File: config.mk
export PLATFORM = sky130hd
export DESIGN_NAME = tpu_spi_tx
export DESIGN_NICKNAME = d
export VERILOG_FILES = /design/src/rtl/tpu_spi_tx.sv
export SDC_FILE = /design/constraint.sdc
export NUM_CORES = 1
export LEC_CHECK = 0
export CAP_MARGIN = 20
export CORE_ASPECT_RATIO = 0.5
export CORE_UTILIZATION = 54
export DETAILED_ROUTE_END_ITERATION = 7
export PLACE_DENSITY = 0.72
export SYNTH_ARGS = -nofsm -noshare
export SYNTH_HDL_FRONTEND = slang
export SYNTH_SLANG_ARGS = --single-unit
File: constraint.sdc
create_clock -name clk -period 2.8 [get_ports clk]
set_input_delay 0.56 -clock clk [delete_from_list [all_inputs] [get_ports clk]]
set_output_delay 0.56 -clock clk [all_outputs]
set_load 0.01 [all_outputs]
File: src/rtl/tpu_spi_tx.sv
// Word FIFO used to queue outgoing result words ahead of the serial shifter.
// Latency: a written word is visible on rd_dat the next cycle.
// Backpressure: wr_rdy drops while full; writes while full are discarded.
module tpu_spi_tx_fifo #(
  parameter int WIDTH = 9,
  parameter int DEPTH = 16
) (
  input  logic             clk,
  input  logic             rst,
  input  logic             wr_vld,
  input  logic [WIDTH-1:0] wr_dat,
  output logic             wr_rdy,
  input  logic             rd_en,
  output logic [WIDTH-1:0] rd_dat,
  output logic             empty
);
  localparam int AW = $clog2(DEPTH);
  localparam logic [AW:0] PTR_ONE = 1;

  logic [WIDTH-1:0] mem [DEPTH];
  logic [AW:0]      wr_ptr;
  logic [AW:0]      rd_ptr;
  logic             full;
  logic             do_wr;
  logic             do_rd;

  // Extra pointer MSB distinguishes full from empty when the index bits match.
  assign full   = (wr_ptr[AW] != rd_ptr[AW]) && (wr_ptr[AW-1:0] == rd_ptr[AW-1:0]);
  assign empty  = (wr_ptr == rd_ptr);
  assign wr_rdy = !full;
  assign do_wr  = wr_vld && !full;
  assign do_rd  = rd_en && !empty;
  assign rd_dat = mem[rd_ptr[AW-1:0]];

  always_ff @(posedge clk or posedge rst) begin
    if (rst) begin
      wr_ptr <= '0;
      rd_ptr <= '0;
    end else begin
      if (do_wr) wr_ptr <= wr_ptr + PTR_ONE;
      if (do_rd) rd_ptr <= rd_ptr + PTR_ONE;
    end
  end

  always_ff @(posedge clk) begin
    if (do_wr) mem[wr_ptr[AW-1:0]] <= wr_dat;
  end

endmodule

// Source-synchronous word transmitter returning TPU results to the host.
// Latency: word on data_out one cycle after it is popped, rising clk_out HALF cycles later.
// Backpressure: in_ready = FIFO not full; an empty FIFO mid-frame parks clk_out low (STALL).
module tpu_spi_tx #(
  parameter int DATA_WIDTH = 8,
  parameter int CLK_DIV    = 4,
  parameter int FIFO_DEPTH = 16
) (
  input  logic                  clk,
  input  logic                  rst,
  input  logic                  in_valid,
  output logic                  in_ready,
  input  logic [DATA_WIDTH-1:0] in_data,
  input  logic                  in_last,
  output logic                  clk_out,
  output logic                  sel_out,
  output logic [DATA_WIDTH-1:0] data_out,
  output logic                  busy,
  output logic                  frame_done,
  output logic [7:0]            frame_cnt
);
  localparam int HALF = CLK_DIV / 2;
  localparam int CW   = (CLK_DIV > 2) ? $clog2(CLK_DIV) : 1;
  localparam logic [CW-1:0] CNT_ONE  = 1;
  localparam logic [CW-1:0] HALF_END = CW'(HALF - 1);
  localparam logic [CW-1:0] GAP_END  = CW'(CLK_DIV - 1);

  typedef enum logic [2:0] {
    IDLE  = 3'd0,
    LOW   = 3'd1,
    HIGH  = 3'd2,
    STALL = 3'd3,
    HOLD  = 3'd4,
    GAP   = 3'd5
  } state_t;

  state_t                state;
  state_t                state_nxt;
  logic [CW-1:0]         cnt;
  logic [CW-1:0]         cnt_nxt;
  logic                  clk_nxt;
  logic                  sel_nxt;
  logic [DATA_WIDTH-1:0] data_nxt;
  logic                  cur_last;
  logic                  last_nxt;
  logic                  done_nxt;
  logic [7:0]            fcnt_nxt;

  logic                  pop;
  logic                  fifo_empty;
  logic [DATA_WIDTH:0]   fifo_rd_dat;
  logic [DATA_WIDTH-1:0] fifo_data;
  logic                  fifo_last;
  logic                  half_end;
  logic                  gap_end;

  tpu_spi_tx_fifo #(
    .WIDTH (DATA_WIDTH + 1),
    .DEPTH (FIFO_DEPTH)
  ) u_fifo (
    .clk    (clk),
    .rst    (rst),
    .wr_vld (in_valid),
    .wr_dat ({in_last, in_data}),
    .wr_rdy (in_ready),
    .rd_en  (pop),
    .rd_dat (fifo_rd_dat),
    .empty  (fifo_empty)
  );

  assign fifo_last = fifo_rd_dat[DATA_WIDTH];
  assign fifo_data = fifo_rd_dat[DATA_WIDTH-1:0];
  assign half_end  = (cnt == HALF_END);
  assign gap_end   = (cnt == GAP_END);
  assign busy      = (state != IDLE) || !fifo_empty;

  always_ff @(posedge clk or posedge rst) begin
    if (rst) begin
      state      <= IDLE;
      cnt        <= '0;
      clk_out    <= 1'b0;
      sel_out    <= 1'b0;
      data_out   <= '0;
      cur_last   <= 1'b0;
      frame_done <= 1'b0;
      frame_cnt  <= '0;
    end else begin
      state      <= state_nxt;
      cnt        <= cnt_nxt;
      clk_out    <= clk_nxt;
      sel_out    <= sel_nxt;
      data_out   <= data_nxt;
      cur_last   <= last_nxt;
      frame_done <= done_nxt;
      frame_cnt  <= fcnt_nxt;
    end
  end

  always_comb begin
    state_nxt = state;
    cnt_nxt   = cnt + CNT_ONE;
    clk_nxt   = clk_out;
    sel_nxt   = sel_out;
    data_nxt  = data_out;
    last_nxt  = cur_last;
    done_nxt  = 1'b0;
    fcnt_nxt  = frame_cnt;
    pop       = 1'b0;

    case (state)
      IDLE: begin
        cnt_nxt = '0;
        if (!fifo_empty) begin
          pop       = 1'b1;
          sel_nxt   = 1'b1;
          clk_nxt   = 1'b0;
          data_nxt  = fifo_data;
          last_nxt  = fifo_last;
          state_nxt = LOW;
        end
      end
      LOW: begin
        if (half_end) begin
          clk_nxt   = 1'b1;
          cnt_nxt   = '0;
          state_nxt = HIGH;
        end
      end
      HIGH: begin
        if (half_end) begin
          clk_nxt = 1'b0;
          cnt_nxt = '0;
          if (cur_last) begin
            state_nxt = HOLD;
          end else if (!fifo_empty) begin
            // Next word changes together with the falling edge, giving a full low phase of setup.
            pop       = 1'b1;
            data_nxt  = fifo_data;
            last_nxt  = fifo_last;
            state_nxt = LOW;
          end else begin
            state_nxt = STALL;
          end
        end
      end
      STALL: begin
        cnt_nxt = '0;
        if (!fifo_empty) begin
          pop       = 1'b1;
          data_nxt  = fifo_data;
          last_nxt  = fifo_last;
          state_nxt = LOW;
        end
      end
      HOLD: begin
        if (half_end) begin
          sel_nxt   = 1'b0;
          data_nxt  = '0;
          last_nxt  = 1'b0;
          done_nxt  = 1'b1;
          fcnt_nxt  = frame_cnt + 8'd1;
          cnt_nxt   = '0;
          state_nxt = GAP;
        end
      end
      GAP: begin
        if (gap_end) begin
          cnt_nxt   = '0;
          state_nxt = IDLE;
        end
      end
      default: begin
        cnt_nxt   = '0;
        clk_nxt   = 1'b0;
        sel_nxt   = 1'b0;
        data_nxt  = '0;
        last_nxt  = 1'b0;
        state_nxt = IDLE;
      end
    endcase
  end

endmodule

# Word-level counts from Yosys, hierarchy flattened
# Memory sizes are Yosys's and may differ from the RTL's.
# Cells that the tools add are included.
# totals
out_inout_bits,21
reg_bits,35
memories,1
ram_bits,144
input_bits,12
# mem_list
memory,depth,width,read_ports,rd_clocked_by_memory_dff,wr,line,rtl
u_fifo.mem,16,9,1,0,1,20,logic [WIDTH-1:0] mem [DEPTH];
# classes
n_reduce_logical,19
n_mux,35
n_eq_ne,17
n_bitwise,3
n_addsub,4
# ops
cell,n
two-way mux 8 bit,4
one-hot mux 8 bit (4 select lines),1
two-way mux 3 bit,6
two-way mux 1 bit,15
one-hot mux 3 bit (5 select lines),1
!= test 2 bit (second input constant),7
AND reduction 4 bit,3
adder 5 x 1 -> 5 bit (second input constant),2
adder 8 x 1 -> 8 bit (second input constant),1
one-hot mux 1 bit (4 select lines),2
== test 3 x 2 -> 1 bit (second input constant),2
== test 3 bit (second input constant),2
two-way mux 2 bit,3
OR reduction 3 bit,2
== test 5 bit,1
AND reduction 5 bit,1
== test 4 bit,1
one-hot mux 2 bit (2 select lines),1
OR reduction 2 bit,2
OR reduction 4 bit,1
== test 3 x 1 -> 1 bit (second input constant),1
logical AND 1 bit,3
logical NOT 3 bit,1
NOT 1 bit,3
other kinds (11),12

# Logic depth before layout (Yosys ltp)
# logic_depth
depth_word,6
mapped_depth,9
mapped_depth_nobuf,7

# By module
# From an unflattened synthesis, not the netlist that was laid out.
# unflattened
cells_unflattened,443
area_unflattened_um2,7543.5
# modules_own_cells
module,cells_each,instances,seq_area_each_um2,area_per_inst_um2
tpu_spi_tx_fifo,304,1,4574.4,6168.4
tpu_spi_tx,139,1,625.6,1375.1

# Worst setup path after synthesis
# Ideal clock, no wire load.
# synth_path
path_type,register to register
start,reg u_fifo.rd_ptr[1]
end,"mem u_fifo.mem[3][0], enable pin"
required_time_ns,2.413
path_slack_ns,0.542
path_buffers,2
t_arrival_ns,1.871
setup_ns,0.387
period_less_slack_ns,2.258
stages_incl_launch_ff,8
cell_sequence,dfrtp_1 -> buf_6 -> xor2_1 -> nor4_2 -> a21boi_0 -> buf_2 -> nand2_1 -> nor3_1
# synth_via
elab_chain_cells,6
# synth_lines
item,line,rtl
start: declaration,22,logic [AW:0] rd_ptr;
start signal: assignment,41,if (do_rd) rd_ptr <= rd_ptr + PTR_ONE;
== test 4 bit,28,assign full = (wr_ptr[AW] != rd_ptr[AW]) && (wr_ptr[AW-1:0] == rd_ptr[AW-1:0]);
logical AND 1 bit,28,
logical NOT 1 bit,31,assign do_wr = wr_vld && !full;
logical AND 1 bit,31,
two-way mux 1 bit,46,if (do_wr) mem[wr_ptr[AW-1:0]] <= wr_dat;
two-way mux 1 bit (implied by the code),46,
end: declaration,20,
# Every way passes these cells.

# Worst setup path after layout
# layout_path
start,reg u_fifo.rd_ptr[1]
end,out busy
# layout_via
elab_chain_cells,3
# layout_lines
item,line,rtl
== test 5 bit,29,assign empty = (wr_ptr == rd_ptr);
logical NOT 1 bit,125,assign busy = (state != IDLE) || !fifo_empty;
logical OR 1 bit,125,
end: declaration,68,"output logic busy,"
# Every way passes these cells.

==> results.md <==
* Status: finished, final reports clean
* Asr flop ratio synth at 0.196
* CP delay by family, top: simple AND/OR/NAND/NOR gates
* Dpl hpwl at 9510 um
* Period utilization at 0.962
* Final min period at 2.69 ns
* Non-filler instance count after layout at 665
* Global Route met2 Usage at 0.360
* Max Slew Vio Count at 0
* Sw frac at 0.332
* Leakage at 3.11 nW
* Syn avg cell area at 16.9 um^2
* Fillers at 888
* GR peak layer: met2
* Clock share of power at 0.286
* Nets@finish at 503
* Final hold vios at 0
* Critical path cell sequence: xor2_1 -> nor4_2 -> and2b_4 -> nand2_1 -> clkdlybuf4s50_1
* Area delta synth->final at 15.2%
* Worst slew pin tran at 0.681 ns
* Initial antenna violation count at 0
* Cells after synthesis at 442
* Critical Path Start: u_fifo.rd_ptr[1]
* Power density over cell area at 1040 nW/um^2
* Reg2reg setup slack at 0.54 ns
* Data arrival time of the critical path at 2.13 ns
* Setup crit end kind: output pin
* RSZ-0062 raised after global routing: no
* Psw at 2.98 mW
* Max_cap viols at 0
* DRT iter0 DRCs at 382
* I/O Pins at 33
* Combinational power share at 0.319
* HP Start: frame_cnt[7]
* Critical path required time at 2.24 ns
* Total power at 8.99 mW
* Final WS setup at 0.106 ns
* CP Buf/Inv Count at 1
* Via count at 4048
* Crit start category: flop
* Ys Warns at 0
* CTS tree: built
* H-Tree Depth at 4
* Critical R2R Launch: u_fifo.rd_ptr[0]
* Pre-CTS WS at 0.442 ns
* Die area at 14300 um^2
* Starting Density at 0.572
* Setup violations, final at 0
* GRT Total Usage at 0.227
* IO buf count at 32
* Number of global-route vias before repair at 4001
* Post-route cell area at 8610 um^2
* Setup Crit Path Kind: reg -> out
* Worst-Skew Late Latency at 0.44 ns
* Cell Rows at 29
* First-pass GRT wire length at 23100 um
* Area after DPL at 7960 um^2
* Max Clk Rate at 0.371 GHz
* Vias/cell at 6.09
* P_int at 6.01 mW
* # diodes at 0
* DR WL/cell at 22.3 um
* Final ANT Viol Nets at 0
* Grt met3 use at 0.0508
* Core ar. at 13100 um^2
* Largest net degree at the start of global routing at 48
* Sequential share of power at 0.395
* Distinct cells, synth at 53
* Worst vdd ir at 0.540 mV
* CTS Root Cell: clkbuf_16
* Routability Congestion at 0.838
* Post-synthesis net count at 463
* Post-synthesis sequential area ratio at 0.696
* Routed WL at 14800 um
* DRC violations left at 0
* Crit path largest cell delay at 0.48 ns
* Placed cells at 632
* Sink Count at 179
* Crit-path max FO at 5
* Die span in y at 85.2 um
* Total negative slack at 0 ns
* Drt first pass iters at 5
* EDFF count, synth at 144
* Residual overflow from global routing at 0
* Slew HR at 0.545
* Total CTS buffers at 17
* Synthesized area at 7470 um^2
* CTS clock-pin slew for the worst setup and hold paths at 0.07 ns
* Most used DFF post-synth: edfxtp_1
* #FFs+latches synth at 179
* Hold buffer count at CTS at 0
* Share of cells above drive strength 1 at 0.172
* Worst Skew at 0.0128 ns
* HP Class: reg -> reg
* Chip width at 168 um
* Clk buf depth at 2
* Critical-path top delay cell: dfrtp_1
* Met1 GRT Util at 0.321
==> metal layers <==
metal  wire length [um]  up-vias
li1                   -     1805
met1               6630     2043
met2               6860      184
met3               1190       16
met4                152        0
met5                  0        -
==> layout by cell type, fill, tap and decap left out, types with 3 or more instances in the layout <==
master	n
edfxtp_1	144
dfrtp_1	34
clkdlybuf4s50_1	32
nand2_1	30
mux4_2	20
clkbuf_16	17
and3_1	15
nor2_1	14
o21ai_0	14
buf_4	14
inv_1	11
xor2_1	11
mux2i_1	10
mux2_2	10
o22ai_1	9
a22oi_1	9
xnor2_1	9
ha_1	9
mux4_1	8
a22o_1	7
nand4_1	5
nor2b_1	4
a21oi_1	3
nand2b_1	3
a21o_1	3
o211ai_1	3
nor3_1	3
bufinv_16	3
clkinv_8	3
inv_8	3
inv_6	3
==> state kept, by name (all words and copies together) (netlist names), 2 cells and up <==
signal,count
cnt,2
u_fifo.rd_ptr,5
frame_cnt,8
data_out,8
u_fifo.mem,144
u_fifo.wr_ptr,5
state,3
==> Yosys cell counts, types with 2 or more instances <==
library cell  instances  area share
buf_4                 5      0.0050
clkbuf_1              5      0.0025
a22oi_1               9      0.0090
xor2_1               11       0.013
buf_8                 2      0.0040
a21oi_1               3      0.0020
dfrtp_1              35        0.12
mux4_1                8       0.028
o21ai_0              14      0.0094
and3_1               15       0.013
ha_1                  9       0.015
nand3_1               2      0.0013
inv_1                11      0.0055
nand2b_1              3      0.0025
a22o_1                7      0.0082
buf_1                 2      0.0010
o211ai_1              3      0.0030
a21o_1                3      0.0030
buf_6                 2      0.0030
o22ai_1               9      0.0075
nand2_1              30       0.015
nor4_1                2      0.0017
nand4_1               5      0.0042
xnor2_1               9       0.011
mux2_2               10       0.015
mux2i_1              10       0.013
o31a_1                2      0.0023
mux4_2               20       0.060
nor2b_1               4      0.0033
nor2_1               14      0.0070
nor3_1                3      0.0020
buf_2                10      0.0067
a211oi_1              2      0.0020
edfxtp_1            144        0.58
==> final cells by class <==
| type | count | area [um^2] | area share |
|---|---|---|---|
| flip-flops and latches | 179 | 5200 | 0.604 |
| multi-input cells | 225 | 2060 | 0.239 |
| clock buffers | 17 | 425 | 0.0494 |
| repair buffers | 47 | 445 | 0.0517 |
| clock inverters | 15 | 219 | 0.0254 |
| well taps | 170 | 213 | 0.0247 |
| inverters | 12 | 45.0 | 0.00523 |
==> worst reg2reg max path, stage by stage (launching register included) <==
cell and delay, ns:
dfrtp_1 0.37, buf_4 0.38, mux4_2 0.60, a22oi_1 0.35
o21ai_0 0.21, a22o_1 0.24
==> power by group through the flow <==
stage               sequential (mW)  clock (mW)  combinational (mW)
floorplan                      3.47           0                2.13
global placement               3.60           0                2.81
detailed placement             3.61           0                2.84
CTS                            3.55        2.58                2.88
global route                   3.60        2.69                3.09
finish                         3.55        2.57                2.87
==> final timing paths <==
check	to	depth (start not counted)
max	busy	5
min	frame_cnt[7]	1
max reg2reg	data_out[3]	5
min reg2reg	frame_cnt[7]	1
max in group asynchronous	u_fifo.rd_ptr[2]	3
min in group asynchronous	frame_cnt[5]	3
==> through the flow <==
step / hold slack [ns] / utilization
floorplan: 0.460 / -
global placement: 0.464 / 0.609
detailed placement: 0.463 / 0.609
CTS: 0.477 / 0.659
global route: 0.493 / 0.659
finish: 0.478 / 0.659
==> cell families after synthesis <==
kind of cell / synth area share
fa+ha+maj: 0.0151
flops: 0.696
xor+xnor: 0.0234
simple gates: 0.0636
buf+inv: 0.0283
compound gates: 0.0549
mux: 0.119
==> timing repair <==
action | CTS | global route
endpoints found under the setup margin | 1 | 0
gates resized for setup | 0 | 0
setup buffers | 1 | 0
Note: power is estimated with default switching activity, not from simulation.
